==> src/rtl/genius_button_conditioner.sv <==
// Genius colour-button conditioner: per-channel synchroniser, debouncer and rise detector,
// chord rejection, and a one-entry valid/ready press buffer carrying the button index.
module genius_button_conditioner #(
    parameter int N_BUTTONS       = 4,
    parameter int CODE_W          = $clog2(N_BUTTONS),
    parameter int DEBOUNCE_CYCLES = 3
) (
    input  logic                 clk,
    input  logic                 rst_n,
    input  logic                 enable,
    input  logic [N_BUTTONS-1:0] btn_raw,
    output logic [N_BUTTONS-1:0] btn_level,
    output logic                 press_valid,
    output logic [CODE_W-1:0]    press_code,
    input  logic                 press_ready,
    output logic                 multi_err,
    output logic                 overflow
);
    localparam int               CNT_W    = $clog2(DEBOUNCE_CYCLES + 1);
    localparam logic [CNT_W-1:0] CNT_LAST = CNT_W'(DEBOUNCE_CYCLES - 1);

    if (2 ** CODE_W < N_BUTTONS) begin : g_code_w_check
        $error("CODE_W is too narrow to encode every button index");
    end
    if (N_BUTTONS < 2) begin : g_n_buttons_check
        $error("N_BUTTONS must be at least 2");
    end
    if (DEBOUNCE_CYCLES < 1) begin : g_debounce_check
        $error("DEBOUNCE_CYCLES must be at least 1");
    end

    logic [N_BUTTONS-1:0] sync_q1;
    logic [N_BUTTONS-1:0] sync_q2;
    logic [N_BUTTONS-1:0] btn_level_q;
    logic [CNT_W-1:0]     db_cnt [N_BUTTONS];

    logic [N_BUTTONS-1:0] rise;
    logic [CODE_W-1:0]    rise_idx;
    logic                 one_rise;
    logic                 accept;
    logic                 chord;

    // The counter only runs while the synchronised level disagrees with the debounced one.
    always_ff @(posedge clk or negedge rst_n) begin
        if (!rst_n) begin
            sync_q1     <= '0;
            sync_q2     <= '0;
            btn_level   <= '0;
            btn_level_q <= '0;
            for (int i = 0; i < N_BUTTONS; i++) begin
                db_cnt[i] <= '0;
            end
        end else begin
            sync_q1     <= btn_raw;
            sync_q2     <= sync_q1;
            btn_level_q <= btn_level;
            for (int i = 0; i < N_BUTTONS; i++) begin
                if (sync_q2[i] == btn_level[i]) begin
                    db_cnt[i] <= '0;
                end else if (db_cnt[i] == CNT_LAST) begin
                    btn_level[i] <= ~btn_level[i];
                    db_cnt[i]    <= '0;
                end else begin
                    db_cnt[i] <= db_cnt[i] + CNT_W'(1);
                end
            end
        end
    end

    always_comb begin
        rise     = btn_level & ~btn_level_q;
        rise_idx = '0;
        for (int i = 0; i < N_BUTTONS; i++) begin
            if (rise[i]) begin
                rise_idx = CODE_W'(i);
            end
        end
        one_rise = (rise != '0) && ((rise & (rise - N_BUTTONS'(1))) == '0);
        // A lone rise is only a press if no other button is already held down.
        accept   = enable && one_rise && ((btn_level & ~rise) == '0);
        chord    = enable && (rise != '0) && !accept;
    end

    always_ff @(posedge clk or negedge rst_n) begin
        if (!rst_n) begin
            press_valid <= 1'b0;
            press_code  <= '0;
            multi_err   <= 1'b0;
            overflow    <= 1'b0;
        end else begin
            multi_err <= chord;
            overflow  <= 1'b0;
            if (!enable) begin
                press_valid <= 1'b0;
            end else if (accept) begin
                if (!press_valid || press_ready) begin
                    press_valid <= 1'b1;
                    press_code  <= rise_idx;
                end else begin
                    overflow <= 1'b1;
                end
            end else if (press_ready) begin
                press_valid <= 1'b0;
            end
        end
    end
endmodule

==> config.mk <==
export PLATFORM = sky130hd
export DESIGN_NAME = genius_button_conditioner
export DESIGN_NICKNAME = d
export VERILOG_FILES = /design/src/rtl/genius_button_conditioner.sv
export SDC_FILE = /design/constraint.sdc
export NUM_CORES = 1
export LEC_CHECK = 0
export BUFFER_PORTS_ARGS = -buffer_cell sky130_fd_sc_hd__buf_2
export CAP_MARGIN = 20
export CORE_ASPECT_RATIO = 0.6
export CORE_MARGIN = 2
export CORE_UTILIZATION = 40
export CTS_CLUSTER_DIAMETER = 40
export DETAILED_ROUTE_END_ITERATION = 8
export HOLD_SLACK_MARGIN = 0.05
export SYNTH_ARGS = -nofsm -noshare
export SYNTH_HDL_FRONTEND = slang
export SYNTH_SLANG_ARGS = --single-unit
==> constraint.sdc <==
create_clock -name clk -period 2.4 [get_ports clk]
set_clock_uncertainty 0.2 [all_clocks]
set_input_delay 0.48 -clock clk [delete_from_list [all_inputs] [get_ports clk]]
set_output_delay 0.48 -clock clk [all_outputs]
set_load 0.01 [all_outputs]
==> results of run 1 <==
cells by family (layout without fill, tap and decap cells):
group / count (synthesis) / in the layout
muxes: 6 / 6
and+or+nand+nor: 22 / 22
buffers and inverters: 0 / 24
DFF: 29 / 29
xor gates and xnor gates: 4 / 4
AOI/OAI and AO/OA: 10 / 10
flip-flops by register name, summed over array words and instances, names as in the netlist:
name	count
btn_level	4
btn_level_q	4
db_cnt	8
multi_err	1
overflow	1
press_code	2
press_valid	1
sync_q1	4
sync_q2	4
final timing paths:
path                                           from                         to  slack, ns
min in group asynchronous                     rst_n        db_cnt[6]$_DFF_PN0_       0.57
setup reg to reg           btn_level[3]$_DFFE_PN0P_  press_code[0]$_DFFE_PN0P_       0.54
hold reg to reg                sync_q1[0]$_DFF_PN0_       sync_q2[0]$_DFF_PN0_       0.14
hold / removal                           btn_raw[2]       sync_q1[2]$_DFF_PN0_       0.12
setup / recovery           btn_level[3]$_DFFE_PN0P_  press_code[0]$_DFFE_PN0P_       0.54
max in group asynchronous                     rst_n       sync_q1[0]$_DFF_PN0_       1.03
synthesized netlist by cell type:
| library cell | instances |
|---|---|
| a211oi_2 | 1 |
| and2b_4 | 1 |
| a211o_1 | 1 |
| nor2_1 | 1 |
| nand2b_2 | 1 |
| nor2b_1 | 6 |
| mux2_1 | 6 |
| o211ai_1 | 1 |
| nor3b_1 | 4 |
| a21oi_1 | 1 |
| a22oi_1 | 1 |
| o21ai_0 | 3 |
| and2_1 | 1 |
| nand2_1 | 1 |
| or2_2 | 1 |
| o21bai_1 | 1 |
| xnor2_1 | 4 |
| nor3_1 | 4 |
| dfrtp_1 | 29 |
| nand2b_1 | 1 |
| nand4_1 | 1 |
| a21o_1 | 1 |
what timing repair did:
action / 4_1_cts / 5_1_grt
endpoints found under the hold margin: 21 / 0
setup buffers: 0 / 0
setup endpoints to repair: 0 / 0
hold buffers: 1 / 0
worst max-delay path, delay by kind of cell, from the launching register on:
family / cells / cell delay (ns)
AOI/OAI and AO/OA: 2 / 0.54
muxes: 1 / 0.36
and+or+nand+nor: 1 / 0.21
DFF: 1 / 0.44
through the flow:
stage               setup WS, ns  hold WS (ns)  cell area [sq um]  utilization, %  std cells
floorplan                  0.598       -0.0156               1040               -         71
global placement           0.594         0.132               1160            46.6        119
detailed placement         0.551         0.135               1160            46.6        119
CTS                        0.535         0.114               1250            50.5        127
global route               0.481         0.105               1250            50.5        127
finish                     0.541         0.120               1250            50.5        127
per-layer routing:
layer  part of all wire [%]  global-route usage, %  vias to the layer above
met4                   0.55                   4.62                        0
li1                       -                      -                      291
met5                      0                      0                        -
met1                     51                   15.3                      280
met3                    6.7                   6.05                        2
met2                     41                   14.7                       14
placed cells by master, fill, tap and decap left out, drive strengths merged, types with 2 or more instances in the layout:
| master | instances |
|---|---|
| dfrtp | 29 |
| clkbuf | 7 |
| nor2b | 6 |
| o21ai | 3 |
| xnor2 | 4 |
| mux2 | 6 |
| nor3b | 4 |
| buf | 16 |
| nor3 | 4 |
| nand2b | 2 |
power by group through the flow:
| stage | sequential, W | combinational, W | clock, W |
|---|---|---|---|
| after global placement | 0.000774 | 0.000457 | 0 |
| after CTS | 0.000778 | 0.000466 | 0.000395 |
| final | 0.000776 | 0.000459 | 0.000381 |
| after global routing | 0.000804 | 0.000510 | 0.000428 |
| after floorplan | 0.000796 | 0.000302 | 0 |
| after detailed placement | 0.000786 | 0.000463 | 0 |
area by class of cell:
cell class | count | area (sq um) | share of cell area [%]
Clock buffer | 7 | 86.3 | 6.88
Multi-Input combinational cell | 42 | 313 | 24.9
Sequential cell | 29 | 726 | 57.8
Tap cell | 32 | 40.0 | 3.19
Timing Repair Buffer | 17 | 90.1 | 7.18
==> summary.md, run 1 <==
| Metric | Value |
|---|---|
| I/O Buffers | `16` |
| Multiplexer share of the synthesized area | `6.51%` |
| CTS Buffer Depth | `2` |
| Antenna violations before repair | `0` |
| Vias | `587` |
| XOR/XNOR Fraction of Synth Area | `3.37%` |
| Setup TNS Final | `0 ns` |
| CP cell instances | `and2b_4 > a211o_1 > a211oi_2 > mux2_1` |
| Adder-cell share of the synthesized area | `0%` |
| Synth cell types | `22` |
| Iteration-0 DRC Markers | `35` |
| Startpoint types | `flip-flop` |
| Overall power | `0.00162 W` |
| Synth Area per Inst | `14.6 sq um` |
| Final min period | `1.86 ns` |
| Post-DP HPWL | `1.02 mm` |
| Crit path DAT | `1.80 ns` |
| Main combinational cell family by area after synthesis | `simple AND/OR/NAND/NOR gates` |
| Initial Utilization | `41.8%` |
| Largest net degree at the start of global routing | `30` |
| Worst Path Required | `2.34 ns` |
| Outcome | `complete, no violations` |
| Area growth syn-to-layout | `20.8%` |
| Wire length per cell | `11.4 microns` |
| GR Util All Layers | `11.1%` |
| GRT overflow | `0` |
| Final Max Slew Viols | `0` |
| Cts bufs inserted | `5` |
| Leakage power | `0.588 nW` |
| Critical path class | `reg2reg` |
| First-pass GRT wire length | `2.47 mm` |
| Clock Power Share | `23.6%` |
| Die area | `3030 sq um` |
| CTS tree | `built` |
| Gate Count Post-Synth | `71` |
| RSZ-0062 raised after global routing | `no` |
| Sequential fraction of the synthesis area | `69.9%` |
| Switching power | `0.000495 W` |
| Drt first pass iters | `2` |
| Flop pwr share | `48.0%` |
| Top cell type's share of synthesized area | `69.9%` |
| Routed WL | `1.44 mm` |
| # diodes | `0` |
| Hold WC Path Type | `in2reg` |
| # DRC | `0` |
| Hold Crit Depth | `1` |
| Reg2reg path depth | `4` |
| Worst-path fanout max | `7` |
| YS warnings | `0` |
| Clock Latency Late Sink | `0.26 ns` |
| Placeable Area | `2490 sq um` |
| Synthesized flop and latch total | `29` |
| Max Freq | `538 MHz` |
| Remaining antenna violation count | `0` |
| Ports | `17` |
| Peak supply drop | `463 uV` |
| Vias per inst | `4.62` |
| Synth area leader | `dfrtp_1` |
| Final setup viols | `0` |
| Max Cap Viol | `0` |
| H-tree Lvls | `2` |
| Simple-Gate Fraction of Synth Area | `13.4%` |
| Nets | `103` |
| Hold Vio Cnt, Final | `0` |
| Fin crit share | `77.5%` |
| Compound-cell area share of the yosys netlist | `6.87%` |
| Worst Max-Slew Pin Slew | `0.618 ns` |
| Die Wd | `69.8 microns` |
| Max transition margin | `58.8%` |
| CP endpoint kind | `flip-flop` |
| CTS root buffer | `clkbuf_8` |
| Clock sink count | `29` |
| FP Rows | `14` |
| GPL Wtd Cong | `0.735` |
| Cts repair resizes | `0` |
| Sw Share | `30.6%` |
| Die Span Y | `43.5 microns` |
| Synth Cell Area | `1040 sq um` |
| Crit-path slowest cell | `dfrtp_1` |
| Layout cells sized above 1 | `27.4%` |
| Vias in the first global route | `557` |
| Fillers | `232` |
| Internal Power | `0.00112 W` |
| Mapped Nets | `79` |
| Critical path's largest stage delay | `0.44 ns` |
| Top post-synthesis cells by area | `dfrtp_1 (70%), mux2_1 (6.5%), nor2b_1 (3.6%), xnor2_1 (3.4%), nor3b_1 (2.9%)` |
| Clock transition at path regs | `0.06 ns` |
| PwrDens | `1290 nW/um^2` |
| Logic pwr share | `28.4%` |
No activity file was read; power rests on OpenSTA's default activity.
==> run 2, diff against run 1 <==
==> constraint.sdc (replaced) <==
create_clock -name clk -period 1.9 [get_ports clk]
set_clock_uncertainty 0.2 [all_clocks]
set_input_delay 0.38 -clock clk [delete_from_list [all_inputs] [get_ports clk]]
set_output_delay 0.38 -clock clk [all_outputs]
set_load 0.01 [all_outputs]
==> summary.md, run 2 (same netlist as run 1, synthesis figures left out) <==
| Metric | Value |
|---|---|
| Outcome | `complete, no violations` |
| Placement Setup Slack | `0.112 ns (-0.439 ns)` |
| CTS tree | `built` |
| Crit path DAT | `1.79 ns (about the same)` |
| I/O Buffers | `16 (unchanged)` |
| Vias in the first global route | `600 (+7.7%)` |
| Fillers | `214 (-7.8%)` |
| Layout cells sized above 1 | `34.6% (+7.2 points)` |
| Vias per inst | `4.67 (+1.0%)` |
| Clock transition at path regs | `0.06 ns (about the same)` |
| Crit-path slowest cell | `dfrtp_1` |
| Most frequent cells in the layout | `dfrtp_1 (28), buf_2 (16), clkbuf_8 (7)` |
| Placed Cells incl. Taps | `121 (+1.7%)` |
| Leakage power | `0.650 nW (+11%)` |
| Register area | `727 sq um (+0.17%)` |
| Hold endpoint | `press_valid$_DFFE_PN0P_` |
| Initial Utilization | `41.8% (unchanged)` |
| CP endpoint kind | `flip-flop` |
| Most flops, register | `db_cnt` |
| Overall power | `0.00227 W (+40%)` |
| Hold WC Path Type | `in2reg` |
| # DRC | `0 (unchanged)` |
| First-pass GRT wire length | `2.81 mm (+14%)` |
| Fin crit share | `96.6% (+19 points)` |
| Drt first pass iters | `4 (+2)` |
| Startpoint types | `flip-flop` |
| Antenna violations before repair | `0 (unchanged)` |
| Max Cap Viol | `0 (unchanged)` |
| Peak supply drop | `590 uV (+28%)` |
| Hold_ws | `0.135 ns (+0.0152 ns)` |
| GR Util All Layers | `13.1% (+2.0 points)` |
| Clock Latency Late Sink | `0.28 ns (+0.02 ns)` |
| Nets | `111 (+7.8%)` |
| Area growth syn-to-layout | `31.4%` |
| Post-Layout Cell Count | `136 (+7.1%)` |
| # diodes | `0 (unchanged)` |
| Worst Hold Launch | `enable` |
| Die Span Y | `43.5 microns (unchanged)` |
| Iteration-0 DRC Markers | `37 (+5.7%)` |
| Wire length per cell | `12.8 microns (+13%)` |
| Final core occ | `54.9% (+4.4 points)` |
| Placeable Area | `2490 sq um (unchanged)` |
| Max Freq | `545 MHz (+1.3%)` |
| GPL Wtd Cong | `0.715 (-2.7%)` |
| Reg-to-reg startpoint | `btn_level[3]$_DFFE_PN0P_` |
| CTS Buffer Depth | `2 (unchanged)` |
| FF-to-FF setup slack | `0.06 ns (-0.48 ns)` |
| FP Rows | `14 (unchanged)` |
| Critical path class | `reg2reg` |
| Ports | `17 (unchanged)` |
| Max reg flops | `8 (unchanged)` |
| Worst r2r dst | `press_code[0]$_DFFE_PN0P_` |
| H-tree Lvls | `2 (unchanged)` |
| Worst Max-Slew Pin Slew | `0.631 ns (+0.0130 ns)` |
| Cts bufs inserted | `5 (unchanged)` |
| Remaining antenna violation count | `0 (unchanged)` |
| Reg2reg path depth | `4 (unchanged)` |
| GRT overflow | `0 (unchanged)` |
| Hold Vio Cnt, Final | `0 (unchanged)` |
| Multi-input gate area | `337 sq um (+7.6%)` |
| Vias | `635 (+8.2%)` |
| Final min period | `1.84 ns (-0.0240 ns)` |
| Largest net degree at the start of global routing | `30 (unchanged)` |
| CTS root buffer | `clkbuf_8` |
| Worst Path Required | `1.86 ns (-0.48 ns)` |
| Clock sink count | `29 (unchanged)` |
| Worst-path fanout max | `4 (-3)` |
| Hold Crit Depth | `2 (+1)` |
| CP cell instances | `and2b_4 > a211o_1 > a211oi_2 > mux2_1` |
| Final Worst Setup Slack | `0.0648 ns (-0.476 ns)` |
| Critical path's largest stage delay | `0.38 ns (-0.06 ns)` |
| Max transition margin | `57.9% (-0.87 points)` |
| Routed WL | `1.75 mm (+21%)` |
| Die area | `3030 sq um (unchanged)` |
| Final Max Slew Viols | `0 (unchanged)` |
| Most common cell after layout, fill and taps aside | `dfrtp_1` |
| Final setup viols | `0 (unchanged)` |
| Die Wd | `69.8 microns (unchanged)` |
| Post-DP HPWL | `1.09 mm (+6.6%)` |
| PwrDens | `1660 nW/um^2 (+29%)` |
[run 2: what timing repair did]
action,in CTS,in global routing
resized for setup,0,6
setup buffers,0,2
hold buffers,5,0
setup endpoints to repair,0,2
endpoints found under the hold margin,33,0
[run 2: critical path, delay by kind of cell (launching register included)]
kind / cells / cell delay [ns]
flops: 1 / 0.38
compound gates: 2 / 0.61
mux: 1 / 0.35
simple gates: 1 / 0.18
[run 2: how the worst max path moves through the flow]
stage | from | end | slack (ns)
final | btn_level[3]$_DFFE_PN0P_ | press_code[0]$_DFFE_PN0P_ | 0.06
after detailed placement | btn_level[2]$_DFFE_PN0P_ | press_code[1]$_DFFE_PN0P_ | 0.11
after CTS | btn_level[2]$_DFFE_PN0P_ | press_code[1]$_DFFE_PN0P_ | 0.06
after floorplan | btn_level[3]$_DFFE_PN0P_ | press_code[0]$_DFFE_PN0P_ | 0.1
after global placement | btn_level[0]$_DFFE_PN0P_ | press_code[1]$_DFFE_PN0P_ | 0.14
after global routing | btn_level[1]$_DFFE_PN0P_ | press_code[0]$_DFFE_PN0P_ | -0.008
[run 2: metrics by stage]
| step | area, sq um | TNS, ns |
|---|---|---|
| global placement | 1170 | 0 |
| finish | 1370 | 0 |
| global route | 1370 | -0.00813 |
| CTS | 1330 | 0 |
| floorplan | 1040 | 0 |
| detailed placement | 1170 | 0 |
[run 2: layout make-up]
class / count / area share, %
well taps: 32 / 2.93
flip-flops and latches: 29 / 53.3
repair buffers: 25 / 11.7
multi-input cells: 42 / 24.7
clock inverters: 1 / 0.367
clock buffers: 7 / 7.06
[run 2: report_power, final]
part / switching [W] / total (W) / internal [W] / leakage [nW]
logic: 0.000329 / 0.000736 / 0.000406 / 0.239
clock network: 0.000231 / 0.000558 / 0.000327 / 0.0542
registers: 0.000148 / 0.000976 / 0.000828 / 0.357
total: 0.000709 / 0.00227 / 0.00156 / 0.650
[run 2: routing by layer]
metal  up-vias  wire [microns]  global-route usage, %
met3         3              91                   6.74
met1       305             869                   17.1
met5         -               0                      0
met2        18             766                   17.0
li1        309               -                      -
met4         0              18                   9.23
==> run 3, diff against run 2 <==
--- a/config.mk
+++ b/config.mk
@@ -5,11 +5,12 @@
 export SDC_FILE = /design/constraint.sdc
 export NUM_CORES = 1
 export LEC_CHECK = 0
+export ABC_AREA = 1
 export BUFFER_PORTS_ARGS = -buffer_cell sky130_fd_sc_hd__buf_2
 export CAP_MARGIN = 20
 export CORE_ASPECT_RATIO = 0.6
 export CORE_MARGIN = 2
-export CORE_UTILIZATION = 40
+export CORE_UTILIZATION = 42
 export CTS_CLUSTER_DIAMETER = 40
 export DETAILED_ROUTE_END_ITERATION = 8
 export HOLD_SLACK_MARGIN = 0.05
==> summary.md, run 3 <==
| Metric | Value |
|---|---|
| Synth Cell Area | `1100 sq um (+5.7%)` |
| Most instantiated cells after synthesis | `dfrtp_1 (29), nand2_1 (20), inv_1 (15)` |
| GR Util All Layers | `13.8% (+0.62 points)` |
| Layout cells sized above 1 | `27.6% (-7.1 points)` |
| Vias | `703 (+11%)` |
| Max Cap Viol | `0 (unchanged)` |
| Crit-path slowest cell | `dfrtp_1` |
| I/O Buffers | `16 (unchanged)` |
| Synth Area per Inst | `11.1 sq um (-24%)` |
| Most common cell in the netlist | `dfrtp_1` |
| Max reg flops | `8 (unchanged)` |
| Flop pwr share | `44.7% (+1.7 points)` |
| Die Span Y | `43.6 microns (+0.28%)` |
| Largest net degree at the start of global routing | `30 (unchanged)` |
| Final Max Slew Viols | `0 (unchanged)` |
| Crit. Startpoint | `btn_level[2]$_DFFE_PN0P_` |
| Fin crit share | `79.7% (-17 points)` |
| Max transition margin | `57.6% (-0.34 points)` |
| CP endpoint kind | `output port` |
| Critical path class | `reg2out` |
| # diodes | `0 (unchanged)` |
| First-pass GRT wire length | `3.00 mm (+6.9%)` |
| Critical path's largest stage delay | `0.48 ns (+0.10 ns)` |
| Cell class contributing the biggest share of worst-path delay | `flip-flops` |
| Synth cell types | `18 (-18%)` |
| Ports | `17 (unchanged)` |
| GPL Wtd Cong | `0.675 (-5.6%)` |
| Internal Power | `0.00140 W (-10%)` |
| CP cell instances | `buf_2` |
| Nets | `135 (+22%)` |
| Outcome | `complete, no violations` |
| Worst Max-Slew Pin Slew | `0.636 ns (+0.00514 ns)` |
| Post-Place Cell Area | `1220 sq um (+3.7%)` |
| Peak supply drop | `625 uV (+5.8%)` |
| Reg-to-reg startpoint | `btn_level[2]$_DFFE_PN0P_` |
| H-tree Lvls | `2 (unchanged)` |
| Vias in the first global route | `731 (+22%)` |
| PwrDens | `1620 nW/um^2 (-2.3%)` |
| Initial Utilization | `44.1% (+2.4 points)` |
| Cts bufs inserted | `5 (unchanged)` |
| Remaining antenna violation count | `0 (unchanged)` |
| CTS root buffer | `clkbuf_8` |
| Sw Share | `36.6% (+5.4 points)` |
| Sequential fraction of the synthesis area | `66.1% (-3.7 points)` |
| Final core occ | `54.6% (-0.30 points)` |
| Placed Cells incl. Taps | `147 (+21%)` |
| Gate Count Post-Synth | `99 (+39%)` |
| Worst Path Required | `1.32 ns (-0.54 ns)` |
| GRT overflow | `0 (unchanged)` |
| Fin area | `1360 sq um (-0.55%)` |
| Clock sink count | `29 (unchanged)` |
| Post-DP HPWL | `1.18 mm (+8.1%)` |
| Vias per inst | `4.42 (-5.3%)` |
| Antenna violations before repair | `0 (unchanged)` |
| Post-Layout Cell Count | `159 (+17%)` |
| Iteration-0 DRC Markers | `42 (+14%)` |
| Startpoint types | `flip-flop` |
| Die area | `3050 sq um (+0.57%)` |
| Worst Hold Launch | `sync_q1[2]$_DFF_PN0_` |
| Hold_ws | `0.147 ns (+0.0113 ns)` |
| Top cell type's share of synthesized area | `66.1% (-3.7 points)` |
| Max Freq | `661 MHz (+21%)` |
| Prevailing post-synth register cell | `dfrtp_1` |
| Hold WC Path Type | `reg2reg` |
| Area growth syn-to-layout | `23.7%` |
| YS warnings | `0 (unchanged)` |
| Wire length per cell | `10.5 microns (-18%)` |
| Hold Vio Cnt, Final | `0 (unchanged)` |
| Final min period | `1.51 ns (-0.321 ns)` |
| Clock transition at path regs | `0.06 ns (about the same)` |
| EDFF count, synth | `0 (unchanged)` |
| Clock Latency Late Sink | `0.28 ns (about the same)` |
| Synthesized flop and latch total | `29 (unchanged)` |
| Worst-path fanout max | `7 (+3)` |
| CTS tree | `built` |
| Final setup viols | `0 (unchanged)` |
| Synth area leader | `dfrtp_1` |
| Switching power | `0.000807 W (+14%)` |
| RSZ-0062 raised after global routing | `no` |
| Logic pwr share | `32.4% (about the same)` |
| Async SR Flop Fraction | `100% (unchanged)` |
| Cts repair resizes | `0 (unchanged)` |
| Top post-synthesis cells by area | `dfrtp_1 (66%), nand2_1 (6.8%), inv_1 (5.1%), nor3_1 (3.6%), xnor2_1 (3.2%)` |
| CTS Buffer Depth | `2 (unchanged)` |
| Most frequent cells in the layout | `dfrtp_1 (29), nand2_1 (20), buf_2 (16)` |
| Setup TNS Final | `0 ns (unchanged)` |
| Clock Power Share | `22.8% (-1.8 points)` |
| Crit path buffers/inverters | `1 (+1)` |
| Most common cell after layout, fill and taps aside | `dfrtp_1` |
| Crit path DAT | `0.93 ns (-0.86 ns)` |
| Leakage power | `0.706 nW (+8.6%)` |
| Die Wd | `70.0 microns (+0.29%)` |
| Most flops, register | `db_cnt` |
| # DRC | `0 (unchanged)` |
| Placeable Area | `2490 sq um (unchanged)` |
| FP Rows | `14 (unchanged)` |
| Mapped Nets | `107 (+35%)` |
| Drt first pass iters | `4 (unchanged)` |
| Routed WL | `1.67 mm (-4.4%)` |
run 3: cell count changes after synthesis, moves of 2 or more:
cell	before	now
nand2_2	0	4
inv_1	0	15
mux2_1	6	0
o21ai_0	3	0
nand2_1	1	20
nor3_1	4	8
nor3b_1	4	0
nor2b_1	6	0
mux2i_1	0	2
o21ai_1	0	4
inv_2	0	2
run 3: path summary, 6_finish.rpt:
| path | endpoint | slack [ns] | cells past startpoint |
|---|---|---|---|
| min in group asynchronous | sync_q1[0]$_DFF_PN0_ | 0.46 | 2 |
| worst max register to register | press_code[0]$_DFFE_PN0P_ | 0.45 | 8 |
| worst min-delay path | sync_q2[2]$_DFF_PN0_ | 0.15 | 0 |
| worst max-delay path | btn_level[2] | 0.39 | 1 |
| max in group asynchronous | multi_err$_DFF_PN0_ | 0.62 | 2 |
| worst min register to register | sync_q2[2]$_DFF_PN0_ | 0.15 | 0 |
run 3: area by class of cell:
cell class	instances	area [sq um]
flip-flops and latches	29	726
clock inverters	1	7.51
multi-input cells	53	308
fillers	236	1130
well taps	32	40.0
repair buffers	21	130
clock buffers	6	82.6
inverters	17	63.8
run 3: cells by family after synthesis:
group	Yosys count	synth area share, %
AOI/OAI and AO/OA	5	2.62
DFF	29	66.1
xor gates and xnor gates	4	3.19
buffers and inverters	17	5.82
muxes	2	1.82
and+or+nand+nor	42	20.4
run 3: power groups by stage:
stage | Clock [W] | Combinational (W) | Sequential, W
6_report | 0.000504 | 0.000715 | 0.000986
5_1_grt | 0.000555 | 0.000813 | 0.00102
4_1_cts | 0.000530 | 0.000729 | 0.000989
3_5_place_dp | 0 | 0.000718 | 0.00100
3_3_place_gp | 0 | 0.000692 | 0.000987
2_1_floorplan | 0 | 0.000500 | 0.00101
run 3: repair_timing:
item                                   in CTS  in global routing
buffers inserted                            0                  0
endpoints found under the hold margin      33                  0
hold buffers                                5                  0
run 3: per-layer routing:
metal | GRT usage, % | part of all wire [%] | wire length (microns) | vias up
met4 | 9.23 | 1.9 | 31 | 0
met3 | 6.98 | 6.1 | 102 | 5
met1 | 16.5 | 49 | 816 | 326
met2 | 19.8 | 43 | 719 | 14
li1 | - | - | - | 358
met5 | 0 | 0 | 0 | -
run 3: metrics by stage:
step / worst slack [ns] / power [W]
2_1_floorplan: 0.545 / 0.00151
4_1_cts: 0.368 / 0.00225
3_3_place_gp: 0.517 / 0.00168
3_5_place_dp: 0.458 / 0.00172
6_report: 0.386 / 0.00220
5_1_grt: 0.309 / 0.00239
